**src/rtl/edge_evt_arb.sv**
```systemverilog
`default_nettype none
// ============================================================================
// Module      : edge_evt_arb
// Description : Multi-channel edge-event scheduler. Synchronises CH_NUM
//               asynchronous control lines, detects rising/falling edges per
//               channel under a per-channel mode, holds one pending event per
//               channel and shares a single valid/ready event port between
//               channels with round-robin arbitration.
// Optional    : `define EDGE_ARB_DEBOUNCE_EN adds a per-channel debounce
//               filter (DEB_CYC stable cycles) ahead of edge detection.
// Ports       : sys_clk      - system clock
//               sys_rst_n    - asynchronous active-low reset
//               ctrl_signal  - [CH_NUM] asynchronous control lines
//               edge_mode    - [2*CH_NUM] per channel 00 off/01 rise/10 fall/11 both
//               evt_valid    - event available
//               evt_ready    - consumer accepts event
//               evt_ch       - [IDX_W] channel index of presented event
//               evt_rise     - 1 rising edge, 0 falling edge
//               pend_mask    - [CH_NUM] registered pending flags
//               ovf_pulse    - [CH_NUM] one-cycle pulse when an event is dropped
// Revision    : 1.0 - initial release
// ============================================================================
module edge_evt_arb #(
    parameter int CH_NUM  = 4,
    parameter int IDX_W   = 2,
    parameter int DEB_CYC = 15,
    parameter int DEB_W   = 4
) (
    input  logic                  sys_clk,
    input  logic                  sys_rst_n,
    input  logic [CH_NUM-1:0]     ctrl_signal,
    input  logic [2*CH_NUM-1:0]   edge_mode,
    output logic                  evt_valid,
    input  logic                  evt_ready,
    output logic [IDX_W-1:0]      evt_ch,
    output logic                  evt_rise,
    output logic [CH_NUM-1:0]     pend_mask,
    output logic [CH_NUM-1:0]     ovf_pulse
);

    typedef enum logic [0:0] {
        S_IDLE    = 1'b0,
        S_PRESENT = 1'b1
    } state_t;

    if (IDX_W != $clog2(CH_NUM) || DEB_CYC < 1 || DEB_CYC > (1 << DEB_W) - 1) begin : g_bad_cfg
        $error("edge_evt_arb: inconsistent CH_NUM/IDX_W/DEB_CYC/DEB_W");
    end

    logic [CH_NUM-1:0] r_dly1;
    logic [CH_NUM-1:0] w_lvl_cur;    // level used for edge detection
    logic [CH_NUM-1:0] w_lvl_prev;   // same level one cycle earlier

`ifdef EDGE_ARB_DEBOUNCE_EN
    logic [CH_NUM-1:0] r_deb;
    logic [CH_NUM-1:0] r_deb_d;
    logic [DEB_W-1:0]  r_deb_cnt [CH_NUM];

    always_ff @(posedge sys_clk or negedge sys_rst_n) begin
        if (!sys_rst_n) begin
            r_dly1  <= '0;
            r_deb   <= '0;
            r_deb_d <= '0;
            for (int i = 0; i < CH_NUM; i++) r_deb_cnt[i] <= '0;
        end else begin
            r_dly1  <= ctrl_signal;
            r_deb_d <= r_deb;
            for (int i = 0; i < CH_NUM; i++) begin
                if (r_dly1[i] == r_deb[i]) begin
                    r_deb_cnt[i] <= '0;
                end else if (r_deb_cnt[i] == DEB_W'(DEB_CYC - 1)) begin
                    // The increment on this edge would reach DEB_CYC: accept
                    // the new level, so a pulse of exactly DEB_CYC cycles passes.
                    r_deb[i]     <= r_dly1[i];
                    r_deb_cnt[i] <= '0;
                end else begin
                    r_deb_cnt[i] <= r_deb_cnt[i] + DEB_W'(1);
                end
            end
        end
    end

    assign w_lvl_cur  = r_deb;
    assign w_lvl_prev = r_deb_d;
`else
    logic [CH_NUM-1:0] r_dly2;

    always_ff @(posedge sys_clk or negedge sys_rst_n) begin
        if (!sys_rst_n) begin
            r_dly1 <= '0;
            r_dly2 <= '0;
        end else begin
            r_dly1 <= ctrl_signal;
            r_dly2 <= r_dly1;
        end
    end

    assign w_lvl_cur  = r_dly1;
    assign w_lvl_prev = r_dly2;
`endif

    // ------------------------------------------------------------------ edges
    logic [CH_NUM-1:0] w_rise;
    logic [CH_NUM-1:0] w_fall;
    logic [CH_NUM-1:0] w_edge;

    always_comb begin
        w_rise = '0;
        w_fall = '0;
        for (int i = 0; i < CH_NUM; i++) begin
            w_rise[i] = w_lvl_cur[i] & ~w_lvl_prev[i] & edge_mode[2*i];
            w_fall[i] = ~w_lvl_cur[i] & w_lvl_prev[i] & edge_mode[2*i+1];
        end
    end

    assign w_edge = w_rise | w_fall;

    // ---------------------------------------------------------------- arbiter
    state_t            r_state;
    state_t            w_state_nxt;
    logic [CH_NUM-1:0] r_pend;
    logic [CH_NUM-1:0] r_type;       // 1 = pending event is a rising edge
    logic [CH_NUM-1:0] r_ovf;
    logic [IDX_W-1:0]  r_rr_ptr;
    logic              r_evt_valid;
    logic [IDX_W-1:0]  r_evt_ch;
    logic              r_evt_rise;

    logic [IDX_W-1:0]  w_ch_inc;
    logic [IDX_W-1:0]  w_start;
    logic [IDX_W-1:0]  w_gnt_idx;
    logic [CH_NUM-1:0] w_grant;
    logic              w_load;
    logic              w_hs;

    assign w_ch_inc = (r_evt_ch == IDX_W'(CH_NUM - 1)) ? '0 : r_evt_ch + IDX_W'(1);
    assign w_hs     = (r_state == S_PRESENT) && evt_ready;
    assign w_load   = (|r_pend) && ((r_state == S_IDLE) || evt_ready);
    // A back-to-back grant searches from the channel after the one being
    // accepted, i.e. from the value rr_ptr takes on this same edge.
    assign w_start  = (r_state == S_IDLE) ? r_rr_ptr : w_ch_inc;

    always_comb begin
        int         v_j;
        logic [IDX_W-1:0] v_idx;
        logic       v_hit;
        v_j       = 0;
        v_idx     = '0;
        v_hit     = 1'b0;
        w_gnt_idx = '0;
        for (int k = 0; k < CH_NUM; k++) begin
            v_j   = (int'(w_start) + k) % CH_NUM;
            v_idx = IDX_W'(v_j);
            if (!v_hit && r_pend[v_idx]) begin
                v_hit     = 1'b1;
                w_gnt_idx = v_idx;
            end
        end
    end

    always_comb begin
        w_grant = '0;
        if (w_load) w_grant[w_gnt_idx] = 1'b1;
    end

    always_comb begin
        w_state_nxt = r_state;
        case (r_state)
            S_IDLE:    if (|r_pend) w_state_nxt = S_PRESENT;
            S_PRESENT: if (evt_ready && !(|r_pend)) w_state_nxt = S_IDLE;
            default:   w_state_nxt = S_IDLE;
        endcase
    end

    always_ff @(posedge sys_clk or negedge sys_rst_n) begin
        if (!sys_rst_n) begin
            r_state <= S_IDLE;
        end else begin
            r_state <= w_state_nxt;
        end
    end

    always_ff @(posedge sys_clk or negedge sys_rst_n) begin
        if (!sys_rst_n) begin
            r_pend      <= '0;
            r_type      <= '0;
            r_ovf       <= '0;
            r_rr_ptr    <= '0;
            r_evt_valid <= 1'b0;
            r_evt_ch    <= '0;
            r_evt_rise  <= 1'b0;
        end else begin
            for (int i = 0; i < CH_NUM; i++) begin
                // A new edge overrides the grant-clear; the stored type is only
                // replaced when the slot is free or being emptied this cycle.
                if (w_edge[i]) begin
                    r_pend[i] <= 1'b1;
                    if (!r_pend[i] || w_grant[i]) r_type[i] <= w_rise[i];
                end else if (w_grant[i]) begin
                    r_pend[i] <= 1'b0;
                end
            end
            r_ovf <= w_edge & r_pend & ~w_grant;

            if (w_hs) r_rr_ptr <= w_ch_inc;

            if (w_load) begin
                r_evt_valid <= 1'b1;
                r_evt_ch    <= w_gnt_idx;
                r_evt_rise  <= r_type[w_gnt_idx];
            end else if (w_hs) begin
                r_evt_valid <= 1'b0;
            end
        end
    end

    assign evt_valid = r_evt_valid;
    assign evt_ch    = r_evt_ch;
    assign evt_rise  = r_evt_rise;
    assign pend_mask = r_pend;
    assign ovf_pulse = r_ovf;

endmodule
`default_nettype wire

```
**config.mk**
```make
export PLATFORM = sky130hd
export DESIGN_NAME = edge_evt_arb
export DESIGN_NICKNAME = d
export VERILOG_FILES = /design/src/rtl/edge_evt_arb.sv
export SDC_FILE = /design/constraint.sdc
export NUM_CORES = 1
export LEC_CHECK = 0
export BUFFER_PORTS_ARGS = -buffer_cell sky130_fd_sc_hd__buf_2
export CAP_MARGIN = 20
export CORE_UTILIZATION = 52
export CTS_CLUSTER_SIZE = 16
export DETAILED_ROUTE_END_ITERATION = 12
export PLACE_DENSITY = 0.79
export SLEW_MARGIN = 20
export SYNTH_ARGS = -nofsm -noshare
export SYNTH_HDL_FRONTEND = slang
export SYNTH_SLANG_ARGS = --single-unit
```
**constraint.sdc**
```tcl
create_clock -name sys_clk -period 2.5 [get_ports sys_clk]
set_clock_uncertainty 0.05 [all_clocks]
set_input_delay 0.375 -clock sys_clk [delete_from_list [all_inputs] [get_ports sys_clk]]
set_output_delay 0.375 -clock sys_clk [all_outputs]
set_load 0.01 [all_outputs]
```
==> results_dict.tcl <==
set metrics [dict create \
    io_buffers 26 \
    cp_slowest_cell "dfrtp_1" \
    route.detailed.vias_per_inst 5.44 \
    worstPathRequired_ps 2670 \
    peakVddDrop_v 0.000699 \
    startpoint_type "register" \
    yosys.area.top_type_share_pct 54.6 \
    number_of_clock_sinks_seen_by_cts 27 \
    finalSetupViolCount 0 \
    status "finished, final reports clean" \
    synth_area_sq_mm 0.00124 \
    grt_first_pass_wirelength_mm 3.91 \
    hpwlAfterDp_mm 1.73 \
    tritoncts "built" \
    grt_pass1_vias 915 \
    pre_antenna_drt_iters 4 \
    synth_seq_area_share_pct 54.6 \
    syn-num-nets 136 \
    cpPeakStageDelay_ps 450 \
    maxClockFrequency_mhz 415 \
    drive_gt1_share_pct 27.2 \
    largest_net_degree_at_the_start_of_global_routing 28 \
    cp_max_fo 5 \
    slew_headroom_pct 60.6 \
    num_io_pins 27 \
    hold-worst-slack_ps 97.1 \
    synth.avg_cell_area_sq_um 10.3 \
    timing_worst_setup_path_type "reg -> reg" \
    clock-root-buffer "clkbuf_4" \
    crit_buf_inv 0 \
    finalCritPeriodShare_pct 96.3 \
    yosys_register_bits 27 \
    grt-ovfl-total 0 \
    cts_inserted_buffers 3 \
    drt-met1-wl_mm 1.08 \
    crit_chain "ha_1 > or3b_4 > a21o_1 > a211oi_4 > nor2_2 > o211a_1 > a211o_1" \
    setup_repair_after_global_routing_missed_its_margin "yes" \
    antenna_violating_nets_post_route 0 \
    crit_family "compound AO/OA/AOI/OAI gates" \
    critPathCaptureType "register" \
    synthToLayoutAreaGrowth_pct 17.9 \
    post_synth_main_area_contributors "dfrtp_1, nand2_1, nor2_1" \
    antenna_found_initial 0 \
    detailedRoute.firstIterationViolations 10 \
    yosys.cell_types.count 33 \
    cts.reportedPaths.clkPinSlew_ps 140 \
    post-cts-setup-buffers 0 \
    max_slew.worst_pin.slew_ps 590 \
    floorplan.die_area_sq_mm 0.00258 \
    fillCellCount 189 \
    maxUsedRoutingLayer "met4" \
    post_route_non_filler_standard_cell_count 179 \
    antenna_cells_inserted 0 \
    die_x_um 50.8 \
    gp_congestion 0.909 \
    start_util_pct 55.4 \
    maxCapViolCount 0 \
    clock_buffer_depth 2 \
    routed_length_per_placed_instance_um 13.2 \
    finalMaxSlewViolations 0 \
    vias 974 \
    route.met2.wl_mm 1.17 \
    chipHeight_um 50.8 \
    htree_num_levels 1 \
    placement_rows 17 \
    regArea_sq_um 676 \
    cellLeakagePower_nw 0.701 \
    synth.largest_area_cell "dfrtp_1" \
    placed_cells 174 \
    synth.yosys.warnings 0 \
    global_route.usage.total_pct 20.5 \
    met3RoutedLength_um 72 \
    worst_min_path_class "in -> reg" \
    cp.arrival_ps 2580 \
    worst_skew_pair.late_latency_ps 320 \
    hold_violations 0 \
    count_of_flip_flops_with_a_built_in_enable_after_synthesis 0 \
    async_reset_ff_share_pct 100 \
    multiInputGateArea_sq_um 552 \
    pwr_density_cell_mw_per_mm2 1190 \
    wirelength_mm 2.36 \
    design.final.nets 168 \
    post-route-min-period_ps 2410 \
    detail_route.drc_violations 0 \
    synth_flop_cell "dfrtp_1" \
    core_area_sq_mm 0.00223 \
    synthCells 120 \
]
state kept, by name, summed over array words and instances (netlist names):
signal and cells:
r_dly1 4, r_rr_ptr 2, r_state 1, evt_rise 1, r_dly2 4, r_type 4, evt_ch 2, evt_valid 1
ovf_pulse 4, pend_mask 4
cells in the mapped netlist, types with 2 or more instances:
| cell | number |
|---|---|
| nor2b_1 | 3 |
| mux2i_1 | 3 |
| o31ai_1 | 3 |
| dfrtp_1 | 27 |
| a31o_2 | 2 |
| inv_1 | 6 |
| a21oi_1 | 2 |
| nand4_1 | 2 |
| a31oi_1 | 4 |
| and3b_1 | 2 |
| nor2_1 | 14 |
| mux2_2 | 3 |
| o211ai_1 | 2 |
| nand3_1 | 2 |
| o21ai_0 | 4 |
| nand2_1 | 24 |
power by group:
group	total (mW)	internal [mW]	switching, mW	leakage [nW]
Clock	0.186	0.0624	0.124	0.0150
Combinational	0.878	0.393	0.485	0.381
Sequential	0.669	0.554	0.116	0.304
Total	1.73	1.01	0.724	0.701
per-stage QoR:
| stage | utilization (%) | area (sq um) | setup TNS (ps) | power (mW) | setup slack, ps |
|---|---|---|---|---|---|
| after CTS | 64.6 | 1440 | 0 | 1.69 | 97.2 |
| after global routing | 65.3 | 1460 | -21.9 | 1.87 | -14.5 |
| after detailed placement | 63.0 | 1410 | 0 | 1.50 | 114 |
| final | 65.3 | 1460 | 0 | 1.73 | 92.5 |
| after floorplan | - | 1240 | 0 | 1.27 | 222 |
| after global placement | 63.0 | 1410 | 0 | 1.49 | 216 |
timing repair:
action	in CTS	in global routing
hold buffers	1	0
resized for setup	0	2
endpoints found under the hold margin	20	0
setup endpoints to repair	0	4
routing by layer:
metal	vias up	global-route usage [%]
met1	461	24.9
met2	21	35.8
met5	-	0
met4	0	7.87
met3	5	3.94
li1	487	-
placed cells by master (no fill, tap or decap), drive strengths merged:
master / instances
a31o: 2
a21o: 1
buf: 27
o31ai: 3
nand4: 2
and3b: 2
and3: 1
or2b: 1
clkbuf: 4
or3b: 1
o21ai: 4
nor2: 15
o311ai: 1
a2111o: 1
a211oi: 2
mux2i: 3
o41ai: 1
dfrtp: 27
a21oi: 2
nor2b: 3
a41oi: 1
nand3: 2
o211a: 1
a211o: 1
nand2: 24
a31oi: 4
dlygate4sd3: 1
mux2: 3
inv: 6
ha: 1
o211ai: 2
nand2b: 1
nor4: 1
worst paths after layout:
| kind | from | to | slack [ps] | cells after the start |
|---|---|---|---|---|
| max | evt_ch[0] | r_type[0] | 90 | 7 |
| min | ctrl_signal[1] | r_dly1[1] | 100 | 1 |
| max reg2reg | evt_ch[0] | r_type[0] | 90 | 7 |
| min reg2reg | r_dly1[0] | r_dly2[0] | 370 | 0 |
| max in group asynchronous | sys_rst_n | evt_rise | 1500 | 2 |
| min in group asynchronous | sys_rst_n | r_rr_ptr[0] | 520 | 2 |
logic make-up (layout without fill, tap and decap cells):
logic type | Yosys count | in the layout | share of synthesized area, %
AND/OR/NAND/NOR | 53 | 53 | 19.8
flip-flops | 27 | 27 | 54.6
AO/OA/AOI/OAI | 26 | 26 | 17.3
buffers and inverters | 7 | 38 | 2.12
multiplexers | 6 | 6 | 5.16
adder cells (fa/ha/maj) | 1 | 1 | 1.01
layout make-up:
cell class	count	share of cell area, %
multi-input combinational	86	37.8
sequential	27	46.3
clock buffer	4	1.80
tap	28	2.40
inverter	6	1.54
timing repair buffer	28	10.1
Note: power is estimated with default switching activity, not from simulation.
